--- src/rtl/audio_i2s_tx_pkg.sv ---
// Shared types and constants for the I2S transmitter.
// Stereo sample word packs left in the upper half, right in the lower.
package audio_i2s_tx_pkg;

  localparam int FRAME_SLOTS = 32;
  localparam int SLOT_W = 5;
  localparam int DIV_W = 8;

  typedef struct packed {
    logic signed [15:0] l;
    logic signed [15:0] r;
  } stereo_t;

endpackage

--- src/rtl/audio_i2s_tx_if.sv ---
// Valid/ready sample-pair bundle.
// The producer drives data/valid, the FIFO answers with ready.
interface audio_i2s_tx_if;
  import audio_i2s_tx_pkg::*;

  stereo_t data;
  logic    valid;
  logic    ready;

  modport master (
    output data,
    output valid,
    input  ready
  );

  modport slave (
    input  data,
    input  valid,
    output ready
  );

endinterface

--- src/rtl/audio_i2s_tx_fifo.sv ---
// sample_fifo: small stereo-pair FIFO with registered ready.
// Ready is computed from next-state level so it never lags a pop.
module sample_fifo
  import audio_i2s_tx_pkg::*;
#(
  parameter int DEPTH = 4
) (
  input  logic                   clk_i,
  input  logic                   rst_ni,
  audio_i2s_tx_if.slave          push_if,
  input  logic                   pop_i,
  output stereo_t                head_o,
  output logic                   empty_o,
  output logic [$clog2(DEPTH):0] level_o
);

  localparam int PW = $clog2(DEPTH);
  localparam int LW = PW + 1;

  stereo_t       mem_q [DEPTH];
  logic [PW-1:0] wr_q, wr_d;
  logic [PW-1:0] rd_q, rd_d;
  logic [LW-1:0] lvl_q, lvl_d;
  logic          rdy_q, rdy_d;
  logic          push, full_d;

  assign push = push_if.valid && rdy_q;

  always_comb begin
    wr_d   = wr_q;
    rd_d   = rd_q;
    if (push)  wr_d = wr_q + 1'b1;
    if (pop_i) rd_d = rd_q + 1'b1;
    lvl_d  = lvl_q + LW'(push) - LW'(pop_i);
    full_d = lvl_d == LW'(DEPTH);
    rdy_d  = !full_d;
  end

  always_ff @(posedge clk_i or negedge rst_ni) begin
    if (!rst_ni) begin
      wr_q  <= '0;
      rd_q  <= '0;
      lvl_q <= '0;
      rdy_q <= 1'b1;
    end else begin
      wr_q  <= wr_d;
      rd_q  <= rd_d;
      lvl_q <= lvl_d;
      rdy_q <= rdy_d;
    end
  end

  always_ff @(posedge clk_i) begin
    if (push) mem_q[wr_q] <= push_if.data;
  end

  assign push_if.ready = rdy_q;
  assign head_o  = mem_q[rd_q];
  assign empty_o = lvl_q == '0;
  assign level_o = lvl_q;

endmodule

--- src/rtl/audio_i2s_tx.sv ---
// I2S stereo transmitter: BCLK divider, 32-slot frame, MSB-first shifter.
// Slot 0 carries the last bit of the previous word (I2S one-bit delay).
module audio_i2s_tx
  import audio_i2s_tx_pkg::*;
#(
  parameter int CLK_DIV    = 16,
  parameter int FIFO_DEPTH = 4
) (
  input  logic                        CLK_50M,
  input  logic                        RESET_N,
  input  logic                        enable,
  input  logic signed [15:0]          pcm_l,
  input  logic signed [15:0]          pcm_r,
  input  logic                        pcm_valid,
  output logic                        pcm_ready,
  output logic                        I2S_BCLK,
  output logic                        I2S_LRCK,
  output logic                        I2S_DATA,
  output logic [$clog2(FIFO_DEPTH):0] fifo_level,
  output logic                        underrun
);

  localparam logic [DIV_W-1:0] DIV_LAST = DIV_W'(CLK_DIV - 1);

  audio_i2s_tx_if pcm_if ();

  stereo_t head;
  logic    empty, pop;

  assign pcm_if.data  = '{l: pcm_l, r: pcm_r};
  assign pcm_if.valid = pcm_valid;
  assign pcm_ready    = pcm_if.ready;

  sample_fifo #(
    .DEPTH (FIFO_DEPTH)
  ) u_fifo (
    .clk_i   (CLK_50M),
    .rst_ni  (RESET_N),
    .push_if (pcm_if.slave),
    .pop_i   (pop),
    .head_o  (head),
    .empty_o (empty),
    .level_o (fifo_level)
  );

  logic [DIV_W-1:0]  div_q, div_d;
  logic [SLOT_W-1:0] slot_q, slot_d, slot_nx;
  logic [31:0]       sr_q, sr_d;
  logic [31:0]       word_q, word_d, nxt_word;
  logic bclk_q, bclk_d, lrck_q, lrck_d;
  logic data_q, data_d, und_q, und_d;
  logic run_q, run_d;
  logic term, slot_edge, frame;

  always_comb begin
    term      = enable && (div_q == DIV_LAST);
    slot_edge = term && bclk_q;
    // first edge after enable always lands on slot 0
    slot_nx   = run_q ? slot_q + 1'b1 : '0;
    frame     = slot_edge && (slot_nx == '0);
    pop       = frame && !empty;
    nxt_word  = empty ? word_q : head;

    div_d  = term ? '0 : div_q + 1'b1;
    bclk_d = bclk_q ^ term;
    slot_d = slot_q;
    lrck_d = lrck_q;
    data_d = data_q;
    sr_d   = sr_q;
    word_d = word_q;
    run_d  = run_q;
    und_d  = 1'b0;

    if (slot_edge) begin
      slot_d = slot_nx;
      run_d  = 1'b1;
      lrck_d = slot_nx[SLOT_W-1];
      data_d = frame ? word_q[0] : sr_q[31];
      sr_d   = frame ? nxt_word : {sr_q[30:0], 1'b0};
      if (frame) begin
        word_d = nxt_word;
        und_d  = empty;
      end
    end

    if (!enable) begin
      div_d  = '0;
      bclk_d = 1'b0;
      slot_d = '0;
      lrck_d = 1'b0;
      data_d = 1'b0;
      run_d  = 1'b0;
      und_d  = 1'b0;
    end
  end

  always_ff @(posedge CLK_50M or negedge RESET_N) begin
    if (!RESET_N) begin
      div_q  <= '0;
      slot_q <= '0;
      sr_q   <= '0;
      word_q <= '0;
      bclk_q <= 1'b0;
      lrck_q <= 1'b0;
      data_q <= 1'b0;
      und_q  <= 1'b0;
      run_q  <= 1'b0;
    end else begin
      div_q  <= div_d;
      slot_q <= slot_d;
      sr_q   <= sr_d;
      word_q <= word_d;
      bclk_q <= bclk_d;
      lrck_q <= lrck_d;
      data_q <= data_d;
      und_q  <= und_d;
      run_q  <= run_d;
    end
  end

  assign I2S_BCLK = bclk_q;
  assign I2S_LRCK = lrck_q;
  assign I2S_DATA = data_q;
  assign underrun = und_q;

endmodule
--- config.mk ---
export PLATFORM = sky130hd
export DESIGN_NAME = audio_i2s_tx
export DESIGN_NICKNAME = d
export VERILOG_FILES = /design/src/rtl/audio_i2s_tx_pkg.sv /design/src/rtl/audio_i2s_tx_if.sv /design/src/rtl/audio_i2s_tx_fifo.sv /design/src/rtl/audio_i2s_tx.sv
export SDC_FILE = /design/constraint.sdc
export NUM_CORES = 1
export LEC_CHECK = 0
export BUFFER_PORTS_ARGS = -buffer_cell sky130_fd_sc_hd__buf_2
export CORE_MARGIN = 2
export CORE_UTILIZATION = 61
export CTS_CLUSTER_SIZE = 20
export DETAILED_ROUTE_END_ITERATION = 6
export PLACE_DENSITY = 0.81
export SLEW_MARGIN = 10
export SYNTH_ARGS = -nofsm -noshare
export SYNTH_HDL_FRONTEND = slang
export SYNTH_SLANG_ARGS = --single-unit
--- constraint.sdc ---
create_clock -name CLK_50M -period 4.1 [get_ports CLK_50M]
set_clock_uncertainty 0.15 [all_clocks]
set_input_delay 0.205 -clock CLK_50M [delete_from_list [all_inputs] [get_ports CLK_50M]]
set_output_delay 0.205 -clock CLK_50M [all_outputs]
set_load 0.005 [all_outputs]
==> metrics.md <==
| Metric | Value |
|---|---|
| Status | `finished, final reports clean` |
| Synth Instances | `606` |
| Syn nets | `652` |
| Die H | `roughly 120 um` |
| Kind of critical path | `reg2reg` |
| CP Capture Type | `flop` |
| Max Slew Vio Count | `0` |
| Critical Path Slowest Stage Cell | `or4b_1` |
| First-pass GRT wire length | `28.11 mm` |
| Critical Path Fanout Max | `76` |
| CTS root buffer | `clkbuf_16` |
| Placer Congestion | `0.8107` |
| Post-synth EDFFs | `128` |
| Combinational fraction of design power | `11.8%` |
| Clock Power Share | `between 30% and 40%` |
| DR vias/cell | `6.097` |
| Area occupied by multi-input gates | `0.002529 mm2` |
| Core Box Area | `0.01399 mm2` |
| Reg-to-reg startpoint | `div_q[0]$_DFF_PN0_` |
| Initial antenna violation count | `0` |
| Maximum clock rate | `between 0.3 and 0.4 GHz` |
| DRC errors left | `0` |
| Required time of the critical path | `4290 ps` |
| Initial DRC count | `508` |
| Placed cells | `about 800` |
| Worst Tran Pin Value | `902.4 ps` |
| Detailed-route wire length per cell | `19.72 um` |
| Switching pwr | `about 1.3 mW` |
| First-pass DRT Iterations | `5` |
| CTS tree | `done` |
| Die area | `0.01543 mm2` |
| Row cnt | `43` |
| Global route total overflow | `0` |
| P per Cell Area | `roughly 530 mW/mm2` |
| CP bufs+invs | `1` |
| Hold Slack | `63.21 ps` |
| Via count | `roughly 5400` |
| Die Wd | `~120 um` |
| CTS clk-pin slew, worst paths | `~60 ps` |
| Leak Pwr | `roughly 4 nW` |
| Yosys reg bits | `217` |
| Clock Latency Late Sink | `490 ps` |
| Max Cap Viol | `0` |
| Slowest cell delay on critical path | `830 ps` |
| Number of synthesis warnings | `0` |
| Final layout net count | `728` |
| Arrival time at the worst endpoint | `3520 ps` |
| WL final | `approximately 17 mm` |
| Crit path time final | `between 3000 and 4000 ps` |
| Final setup TNS | `0 ps` |
| Placed Area | `0.009169 mm2` |
| Crit path launch | `div_q[0]$_DFF_PN0_` |
| Most frequent cells in the layout | `edfxtp_1, dfrtp_1, nand2_1, buf_2, a31oi_1` |
| Class of the worst hold path | `in2async` |
| Reg area | `0.006073 mm2` |
| Num CTS Buffers | `22` |
| GRT Util Overall | `between 20% and 30%` |
| Seq pwr share | `49.5%` |
| I/O Buffers | `43` |
| Initial Util | `63.03%` |
| Main synth FF type | `edfxtp_1` |
| I/O pin count | `44` |
| Final hold vios | `0` |
| Post-detail-place hpwl | `about 9.7 mm` |
| Internal | `approximately 4.1 mW` |
| Layout cells sized above 1 | `between 10% and 20%` |
| Number of clock sinks | `approximately 220` |
| Largest net degree at the start of global routing | `95` |
| H-tree depth | `1` |
| Most frequent CP cell | `o21ai_0` |
| Antenna Nets Post-Route | `0` |
| Fin crit share | `81.15%` |
| Vias in the first global route | `5513` |
| Yosys cell types | `41` |
| # setup viols final | `0` |
| Worst path cell trace | `ha_1 -> and3_1 -> nand2_1 -> nor2_1 -> ha_2 -> buf_4 -> or4b_1 -> o21ai_0 -> o21ai_0` |
| Post-route insts no fill | `878` |
| Design Area, Final | `0.01032 mm2` |
| Antenna diodes | `0` |
| Area delta synth->final | `17.10%` |
| Startpoint Class | `flop` |
| Sequential share of the synthesized area | `68.87%` |
| Syn avg cell area | `14.55 um2` |
| Family with the most delay on the worst path | `simple AND/OR/NAND/NOR gates` |
| Bufs on Longest Clock Path | `3` |
| Post-Syn Area | `0.008817 mm2` |
| Max_slew headroom | `about 40%` |
| RSZ-0062 raised after global routing | `false` |
| Post-CTS resize count | `0` |
| Asr flop ratio synth | `41.01%` |
| Maximum vdd ir drop | `0.4240 mV` |
| Commonest non-fill, non-tap cell in the layout | `edfxtp_1` |
| Switching Fraction | `between 20% and 30%` |
| Filler cells | `around 840` |
==> worst reg2reg max path, stage by stage, from the launching register on <==
cell and delay, ps:
dfrtp_1 370, ha_1 200, and3_1 220, nand2_1 100, nor2_1 110, ha_2 190, buf_4 570, or4b_1 830
o21ai_0 290, o21ai_0 150
==> registers in the layout (all words and copies together), names as in the netlist <==
| register | count |
|---|---|
| underrun | 1 |
| u_fifo.rd_q | 2 |
| I2S_DATA | 1 |
| u_fifo.level_o | 3 |
| run_q | 1 |
| word_q | 32 |
| u_fifo.mem_q | 128 |
| div_q | 8 |
| slot_q | 5 |
| u_fifo.push_if.ready | 1 |
| I2S_BCLK | 1 |
| sr_q | 32 |
| u_fifo.wr_q | 2 |
==> repair_timing <==
item | in CTS | in global routing
endpoints found under the hold margin | 234 | 0
hold buffers | 35 | 0
buffers inserted | 0 | 0
==> power groups by stage <==
stage	sequential, mW	clock (mW)	combinational, mW
6_report	2.70	2.11	0.644
5_1_grt	2.72	2.22	0.708
4_1_cts	2.70	2.13	0.648
3_5_place_dp	2.74	0	0.619
3_3_place_gp	2.72	0	0.590
2_1_floorplan	2.71	0	0.377
==> logic make-up (layout without fill, tap and decap cells) <==
group,Yosys count,in the layout,synth area share (%)
AO/OA/AOI/OAI,110,110,7.961
XOR/XNOR,12,12,1.192
adder cells (fa/ha/maj),10,10,1.504
buffers and inverters,49,141,2.540
flip-flops,217,217,68.87
multiplexers,38,38,8.869
AND/OR/NAND/NOR,170,170,9.068
==> worst paths after layout <==
path | slack (ps) | to | depth (start not counted)
min in group CLK_50M | 310 | div_q[0]$_DFF_PN0_ | 1
hold reg to reg | 310 | div_q[0]$_DFF_PN0_ | 1
setup / recovery | 770 | word_q[6]$_DFFE_PN0P_ | 9
max in group asynchronous | 3120 | sr_q[11]$_DFFE_PN0P_ | 3
hold / removal | 60 | u_fifo.level_o[1]$_DFF_PN0_ | 2
setup reg to reg | 770 | word_q[6]$_DFFE_PN0P_ | 9
==> metal layers <==
| layer | vias up | GRT usage [%] | routed length, um |
|---|---|---|---|
| li1 | 2427 | - | - |
| met1 | 2707 | 29.44 | 7143 |
| met2 | 172 | 39.02 | 8842 |
| met5 | - | 0 | 0 |
| met4 | 0 | 7.733 | 552 |
| met3 | 47 | 3.787 | 773 |
==> stage by stage <==
stage | utilization [%] | total power [mW] | setup slack, ps
final | 73.81 | 5.450 | 772.8
after global routing | 73.81 | 5.649 | 590.5
after CTS | 73.61 | 5.475 | 785.3
after detailed placement | 65.55 | 3.358 | 812.0
after global placement | 65.55 | 3.309 | 969.8
after floorplan | - | 3.091 | 1194
==> cell type report <==
class	count	share of cell area [%]
flip-flops and latches	217	58.82
multi-input cells	340	24.49
repair buffers	90	6.568
clock buffers	34	6.471
well taps	180	2.181
clock inverters	6	1.066
inverters	11	0.3999
==> synthesized netlist by cell type, drive strengths merged, types with 2 or more instances <==
| cell | instances | area [um2] |
|---|---|---|
| xor2 | 4 | 35.03 |
| inv | 10 | 37.54 |
| ha | 9 | 112.6 |
| xnor2 | 8 | 70.07 |
| o21ai | 33 | 168.9 |
| nor2 | 37 | 138.9 |
| nand3 | 17 | 85.08 |
| edfxtp | 128 | 3844 |
| mux4 | 32 | 720.7 |
| o22ai | 21 | 131.4 |
| mux2i | 5 | 50.05 |
| buf | 18 | 107.6 |
| a21oi | 3 | 15.01 |
| dfrtp | 88 | 2202 |
| and3 | 8 | 50.05 |
| a31oi | 41 | 256.5 |
| o221a | 10 | 112.6 |
| clkbuf | 20 | 75.07 |
| nor3 | 2 | 15.01 |
| nand2b | 24 | 150.1 |
| nand2 | 74 | 285.3 |
Note: power is estimated with default switching activity, not from simulation.
